===== src/rtl/pipeline_control.sv =====
// Central hazard/stall controller for a five-stage pipeline: register enables, bubble flushes,
// data-miss freeze, sticky halt and a saturating stall-cycle counter.
module pipeline_control (
    input  logic        CLK,
    input  logic        RST,
    input  logic        ihit,
    input  logic        dhit,
    input  logic        mem_dREN,
    input  logic        mem_dWEN,
    input  logic        ex_dREN,
    input  logic [4:0]  ex_rt,
    input  logic [4:0]  id_rs,
    input  logic [4:0]  id_rt,
    input  logic        ex_branch_taken,
    input  logic        wb_halt,
    output logic        pc_en,
    output logic        ifid_en,
    output logic        idex_en,
    output logic        exmem_en,
    output logic        memwb_en,
    output logic        ifid_flush,
    output logic        idex_flush,
    output logic        exmem_flush,
    output logic        halted,
    output logic [15:0] stall_cycles,
    output logic [1:0]  state
);

    typedef enum logic [1:0] {
        RUN   = 2'd0,
        DWAIT = 2'd1,
        HALT  = 2'd2
    } state_t;

    state_t      state_q, state_d;
    logic [15:0] stall_cycles_q, stall_cycles_d;

    logic data_miss;
    logic load_use;

    assign data_miss = (mem_dREN | mem_dWEN) & ~dhit;
    assign load_use  = ex_dREN & (ex_rt != 5'd0) & ((ex_rt == id_rs) | (ex_rt == id_rt));

    always_ff @(posedge CLK) begin
        if (RST) begin
            state_q        <= RUN;
            stall_cycles_q <= 16'd0;
        end else begin
            state_q        <= state_d;
            stall_cycles_q <= stall_cycles_d;
        end
    end

    always_comb begin
        state_d = state_q;
        case (state_q)
            RUN: begin
                if (wb_halt)
                    state_d = HALT;
                else if (data_miss)
                    state_d = DWAIT;
            end
            DWAIT: begin
                if (wb_halt)
                    state_d = HALT;
                else if (dhit)
                    state_d = RUN;
            end
            HALT:    state_d = HALT;
            default: state_d = RUN;
        endcase
    end

    // Stall events are mutually exclusive by priority; a flush overrides the hold on its register.
    always_comb begin
        pc_en       = 1'b0;
        ifid_en     = 1'b0;
        idex_en     = 1'b0;
        exmem_en    = 1'b0;
        memwb_en    = 1'b0;
        ifid_flush  = 1'b0;
        idex_flush  = 1'b0;
        exmem_flush = 1'b0;
        if (!RST) begin
            case (state_q)
                RUN: begin
                    if (data_miss) begin
                        pc_en = 1'b0;
                    end else if (ex_branch_taken) begin
                        pc_en      = 1'b1;
                        ifid_en    = 1'b1;
                        idex_en    = 1'b1;
                        exmem_en   = 1'b1;
                        memwb_en   = 1'b1;
                        ifid_flush = 1'b1;
                        idex_flush = 1'b1;
                    end else if (load_use) begin
                        idex_en    = 1'b1;
                        exmem_en   = 1'b1;
                        memwb_en   = 1'b1;
                        idex_flush = 1'b1;
                    end else if (!ihit) begin
                        ifid_en    = 1'b1;
                        idex_en    = 1'b1;
                        exmem_en   = 1'b1;
                        memwb_en   = 1'b1;
                        ifid_flush = 1'b1;
                    end else begin
                        pc_en    = 1'b1;
                        ifid_en  = 1'b1;
                        idex_en  = 1'b1;
                        exmem_en = 1'b1;
                        memwb_en = 1'b1;
                    end
                end
                DWAIT: begin
                    if (dhit) begin
                        pc_en    = 1'b1;
                        ifid_en  = 1'b1;
                        idex_en  = 1'b1;
                        exmem_en = 1'b1;
                        memwb_en = 1'b1;
                    end
                end
                default: pc_en = 1'b0;
            endcase
        end
    end

    always_comb begin
        stall_cycles_d = stall_cycles_q;
        if (!pc_en && (state_q != HALT) && (stall_cycles_q != 16'hFFFF))
            stall_cycles_d = stall_cycles_q + 16'd1;
    end

    assign state        = state_q;
    assign halted       = (state_q == HALT);
    assign stall_cycles = stall_cycles_q;

endmodule


===== config.mk =====
export PLATFORM = sky130hd
export DESIGN_NAME = pipeline_control
export DESIGN_NICKNAME = d
export VERILOG_FILES = /design/src/rtl/pipeline_control.sv
export SDC_FILE = /design/constraint.sdc
export NUM_CORES = 1
export LEC_CHECK = 0
export ABC_AREA = 1
export BUFFER_PORTS_ARGS = -buffer_cell sky130_fd_sc_hd__buf_2
export CORE_ASPECT_RATIO = 1.25
export CORE_MARGIN = 10
export CORE_UTILIZATION = 45
export DETAILED_ROUTE_END_ITERATION = 16
export HOLD_SLACK_MARGIN = 0.1
export PLACE_DENSITY = 0.74
export SYNTH_ARGS = -nofsm -noshare
export SYNTH_HDL_FRONTEND = slang
export SYNTH_SLANG_ARGS = --single-unit

===== constraint.sdc =====
create_clock -name CLK -period 2.6 [get_ports CLK]
set_input_delay 0.78 -clock CLK [delete_from_list [all_inputs] [get_ports CLK]]
set_output_delay 0.78 -clock CLK [all_outputs]
set_load 0.01 [all_outputs]

==> results.py, run 1 <==
metrics = {
    "placement": {
        "hpwlAfterDp_um": 2910,
        "place_congestion": 0.854,
        "placed_area_sq_um": 1640,
        "pre_cts_ws_ps": 87.4,
        "io_buffers": 49,
    },
    "logic_synthesis": {
        "syn_area_sq_um": 1400,
        "syn_avg_cell_area_sq_um": 6.59,
        "seq_area_frac_synth_pct": 25.8,
        "synth-seq-cells": 18,
        "ys_async_sr_fraction_pct": 0,
        "ys.warnings.count": 0,
        "synth_edf_count": 0,
        "syn-num-nets": 237,
        "syn_inst": 212,
        "synth.area.top_cells": "dfxtp_1, nand2_1, nand4_1, inv_1, a21oi_1",
        "yosys_most_used_dff": "dfxtp_1",
        "synth_cell_type_count": 29,
        "synth_top_area_share_pct": 25.8,
        "synth_top_cell_by_area": "dfxtp_1",
    },
    "hold_path": {
        "min_from": "stall_cycles[4]$_SDFFE_PP0P_",
        "hold_path_depth": 2,
        "hold_class": "flip-flop to flip-flop",
        "min_to": "stall_cycles[4]$_SDFFE_PP0P_",
    },
    "cells_and_area": {
        "drive_gt1_share_pct": 31.0,
        "nets": 284,
        "register_area_sq_um": 360,
        "antennaDiodeCount": 0,
        "multiInputGateArea_sq_um": 903,
        "nFillCells": 298,
        "final_cell_area_sq_um": 1740,
        "area_growth_pct": 24.8,
    },
    "power": {
        "p_per_area_nw_per_um2": 363,
        "peakVddDrop_mv": 0.195,
        "total_power_uw": 632,
        "p_leak_nw": 0.870,
    },
    "clocking": {
        "cts.sinks": 18,
        "cts_tree": "yes",
        "clk_pin_slew_ps": 110,
        "clk_path_buf_depth": 2,
        "clk_latency_ps": 290,
        "root_buffer": "clkbuf_4",
        "cts_buffers": 3,
        "htreeDepth": 1,
        "hold_buffers": 0,
    },
    "route": {
        "detail-route-antenna-nets": 0,
        "avgRoutedWirePerCell_um": 13.0,
        "routed_wl_um": 3820,
        "vias": 1509,
        "drc": 0,
        "dr.pass1.iters": 4,
        "viasPerCell": 5.13,
        "drt_iter0_markers": 46,
    },
    "timing": {
        "fin_hold_ws_ps": 519,
        "skew_ps": 5.95,
        "max_freq_ghz": 0.401,
        "setup_viol": 0,
        "hold_violations": 0,
        "setup_ws_ps": 104,
        "slew_violations": 0,
        "fin_crit_ps": 2500,
        "period_share_pct": 96.0,
    },
    "floorplanning": {
        "die_x_um": 69.8,
        "rows": 22,
        "core_sq_um": 2970,
        "start_util_pct": 47.0,
        "die_h_um": 82.3,
        "boundaryPins": 51,
        "dieArea_sq_um": 5750,
    },
    "critical_path": {
        "path_cells": "buf_2 > nor2_2 > nor2_1 > nor2_1 > nand3_1 > nand2_2 > nand2_2 > o211ai_1 > inv_1 > buf_2",
        "r2r.worst_path.cells": 7,
        "cpPeakStageDelay_ps": 160,
        "r2r_setup_slack_ps": 750,
        "path_class": "input port to output pin",
        "cp.required_ps": 1820,
        "r2r_end": "stall_cycles[15]$_SDFFE_PP0P_",
        "timing.rr.start": "stall_cycles[0]$_SDFFE_PP0P_",
        "crit_arrival_ps": 1720,
        "cp-start-kind": "input port",
        "path_max_fanout": 2,
        "worst_setup_path_end_kind": "output pin",
        "crit_start": "id_rt[0]",
        "slowest_stage": "o211ai_1",
    },
    "global_route": {
        "grt_max_degree": 20,
        "overflow": 0,
        "antenna_found_initial": 0,
        "grt_pass1_wl_um": 6250,
        "track_usage_pct": 12.6,
        "first_global_vias": 1416,
    },
    "run_status": {
        "status": "completed",
    },
    "flow_run": {
        "max-cap-violations": 0,
    },
}
==> repair_timing <==
item	4_1_cts	5_1_grt
endpoints found under the setup margin	0	3
endpoints found under the hold margin	0	0
buffers inserted	0	0
gates resized for setup	0	23
==> power breakdown <==
group,switching [mW],total (mW),internal (mW)
clock,0.0884,0.174,0.0853
sequential,0.00870,0.292,0.283
combinational,0.101,0.166,0.0649
==> worst max-delay path: cells and delay by family <==
kind / cells / cell delay (ps)
buffers and inverters: 3 / 290
and+or+nand+nor: 6 / 480
AOI/OAI and AO/OA: 1 / 160
==> logic make-up after synthesis <==
| family | synth area share [%] |
|---|---|
| flip-flops | 25.8 |
| buffers and inverters | 12.0 |
| XOR/XNOR | 9.40 |
| other | 0.268 |
| AND/OR/NAND/NOR | 43.0 |
| adder cells (fa/ha/maj) | 0.895 |
| AO/OA/AOI/OAI | 8.68 |
==> metrics by stage <==
step,std cells,utilization (%),setup TNS (ps)
after floorplan,212,-,0
after global placement,290,55.3,0
after detailed placement,290,55.3,0
after CTS,294,56.5,0
after global routing,294,58.7,-26.6
final,294,58.7,0
==> placed cells by master, fill, tap and decap left out <==
cell type / n
buf_2: 44
a211oi_1: 1
xnor2_1: 9
nor2_1: 18
nand3_4: 2
clkinv_1: 1
nand2_2: 9
nand3_2: 1
buf_6: 4
nor2_4: 1
inv_4: 1
a21oi_1: 16
ha_1: 1
o21ai_2: 1
inv_1: 23
a21boi_1: 1
nor2_2: 2
nand4_4: 2
nand3_1: 16
clkbuf_4: 3
o211ai_1: 1
o21ai_1: 1
conb_1: 1
xor2_1: 6
nand4_1: 17
buf_4: 3
nor3b_4: 1
dfxtp_1: 18
nand2_1: 46
inv_2: 4
clkbuf_8: 1
a21oi_4: 1
nor3_1: 2
==> synthesized netlist by cell type (3+ instances only) <==
library cell,instances
nand3_1,16
xor2_1,6
nor2_1,20
a21oi_1,16
xnor2_1,9
nand4_1,17
inv_1,25
dfxtp_1,18
inv_2,3
nand2_1,53
buf_4,4
==> registers in the layout (all words and copies together) (netlist names) <==
name and cells:
stall_cycles 16, state 2
==> final cells by class <==
type / instances / area share [%]
inverter: 29 / 6.38
tap: 36 / 2.58
timing repair buffer: 51 / 16.5
sequential: 18 / 20.7
clock buffer: 4 / 2.08
multi-input combinational: 156 / 51.8
==> worst max path at each step <==
stage	end	cells after the start	slack [ps]
floorplan	pc_en	6	70
global placement	ifid_flush	11	100
detailed placement	ifid_flush	11	90
CTS	pc_en	8	80
global route	pc_en	9	-20
finish	ifid_flush	10	100
==> metal layers <==
metal | vias up | GRT usage, % | share of wire, %
met5 | - | 0 | 0
li1 | 780 | - | -
met3 | 4 | 3.10 | 5.8
met2 | 32 | 23.3 | 53
met4 | 0 | 4.55 | 1.0
met1 | 693 | 13.8 | 40
No activity file was read; power rests on OpenSTA's default activity.
==> run 2, diff against run 1 <==
Settings changed: CORE_ASPECT_RATIO 1.25 to 0.7, SKIP_CTS_REPAIR_TIMING set to 1.
==> results.py, run 2 (synthesized netlist as in run 1, its figures left out) <==
metrics = {
    "timing": {
        "fin_crit_ps": 2520,
        "skew_ps": 7.87,
        "finalSetupTns_ps": 0,
        "slew_violations": 0,
        "hold_violations": 0,
        "setup_viol": 0,
        "period_share_pct": 96.8,
        "max_freq_ghz": 0.397,
    },
    "route": {
        "drc": 0,
        "detail-route-antenna-nets": 0,
        "drt_iter0_markers": 135,
        "viasPerCell": 5.09,
        "routed_wl_um": 3780,
        "dr.pass1.iters": 5,
        "vias": 1495,
        "avgRoutedWirePerCell_um": 12.9,
    },
    "power": {
        "peakVddDrop_mv": 0.300,
        "p_leak_nw": 0.880,
        "p_per_area_nw_per_um2": 393,
    },
    "placement": {
        "placed_area_sq_um": 1640,
        "place_congestion": 0.886,
        "io_buffers": 49,
        "hpwlAfterDp_um": 2900,
    },
    "floorplanning": {
        "die_x_um": 86.6,
        "dieArea_sq_um": 5770,
        "die_h_um": 66.6,
        "start_util_pct": 48.5,
        "boundaryPins": 51,
        "core_sq_um": 2880,
        "rows": 16,
    },
    "clocking": {
        "clk_path_buf_depth": 2,
        "cts_tree": "yes",
        "clk_pin_slew_ps": 70,
        "cts_buffers": 3,
        "root_buffer": "clkbuf_8",
        "cts.sinks": 18,
        "htreeDepth": 1,
        "clk_latency_ps": 260,
    },
    "cells_and_area": {
        "nets": 284,
        "final_common_cell": "nand2_1",
        "antennaDiodeCount": 0,
        "area_growth_pct": 26.9,
        "final_cell_mix": "nand2_1, buf_2, inv_1",
        "largest_reg_flops": 16,
        "final_cell_area_sq_um": 1770,
        "drive_gt1_share_pct": 30.6,
    },
    "global_route": {
        "first_global_vias": 1275,
        "track_usage_pct": 12.6,
        "antenna_found_initial": 0,
        "overflow": 0,
        "grt_pass1_wl_um": 6090,
        "grt_max_degree": 20,
    },
    "run_status": {
        "status": "completed",
    },
    "hold_path": {
        "min_to": "stall_cycles[15]$_SDFFE_PP0P_",
        "min_from": "stall_cycles[15]$_SDFFE_PP0P_",
        "hold_class": "flip-flop to flip-flop",
        "hold_path_depth": 2,
    },
    "critical_path": {
        "crit_arrival_ps": 1740,
        "r2r_setup_slack_ps": 730,
        "r2r_end": "stall_cycles[4]$_SDFFE_PP0P_",
        "timing.rr.start": "stall_cycles[0]$_SDFFE_PP0P_",
        "r2r.worst_path.cells": 7,
        "worst_setup_path_end_kind": "output pin",
        "path_class": "input port to output pin",
        "cp.required_ps": 1820,
        "path_max_fanout": 2,
        "cp-start-kind": "input port",
    },
    "flow_run": {
        "max-cap-violations": 0,
    },
}
-- run 2: cell counts in the layout (fill, tap and decap cells not counted) --
No cell type changed its count.
-- run 2: how the worst max path moves through the flow --
stage / start / to / slack, ps
finish: id_rt[0] / ifid_flush / 80
detailed placement: ex_rt[1] / ifid_flush / 40
floorplan: mem_dWEN / pc_en / 70
CTS: ex_rt[1] / ifid_flush / 40
global route: ex_rt[0] / ifid_flush / -10
global placement: ex_rt[1] / ifid_flush / 40
-- run 2: routing by layer --
layer  wire, um  part of all wire, %  GRT usage, %
met3        293                  7.8          4.50
met2       1620                   43          18.4
met4         19                 0.50          1.81
met1       1850                   49          17.5
met5          0                    0             0
-- run 2: area by class of cell --
| cell class | count | area [sq um] |
|---|---|---|
| sequential | 18 | 360 |
| multi-input combinational | 156 | 905 |
| timing repair buffer | 51 | 298 |
| inverter | 29 | 111 |
| fill | 286 | 1110 |
| tap | 36 | 45.0 |
| clock buffer | 4 | 55.1 |
-- run 2: power breakdown --
| part | switching [mW] | leakage, nW | internal (mW) |
|---|---|---|---|
| clock | 0.102 | 0.0288 | 0.135 |
| combinational | 0.101 | 0.705 | 0.0664 |
| sequential | 0.00958 | 0.146 | 0.283 |
| total | 0.212 | 0.880 | 0.485 |
-- run 2: stage by stage --
stage / hold WS (ps) / setup WS, ps / utilization, % / cells / power, mW
3_3_place_gp: 489 / 37.4 / 57.0 / 290 / 0.452
5_1_grt: 543 / -10.2 / 61.5 / 294 / 0.731
4_1_cts: 510 / 40.3 / 58.9 / 294 / 0.686
2_1_floorplan: 512 / 66.6 / - / 212 / 0.402
6_report: 507 / 83.6 / 61.5 / 294 / 0.697
3_5_place_dp: 501 / 38.3 / 57.0 / 290 / 0.454
-- run 2: critical path, stage by stage --
cell,delay (ps)
buf_6,100
nor2_4,90
nor2_2,40
nor2_2,90
nand3_1,100
nand2_2,120
nand2_2,60
o211ai_1,170
inv_1,50
buf_2,130
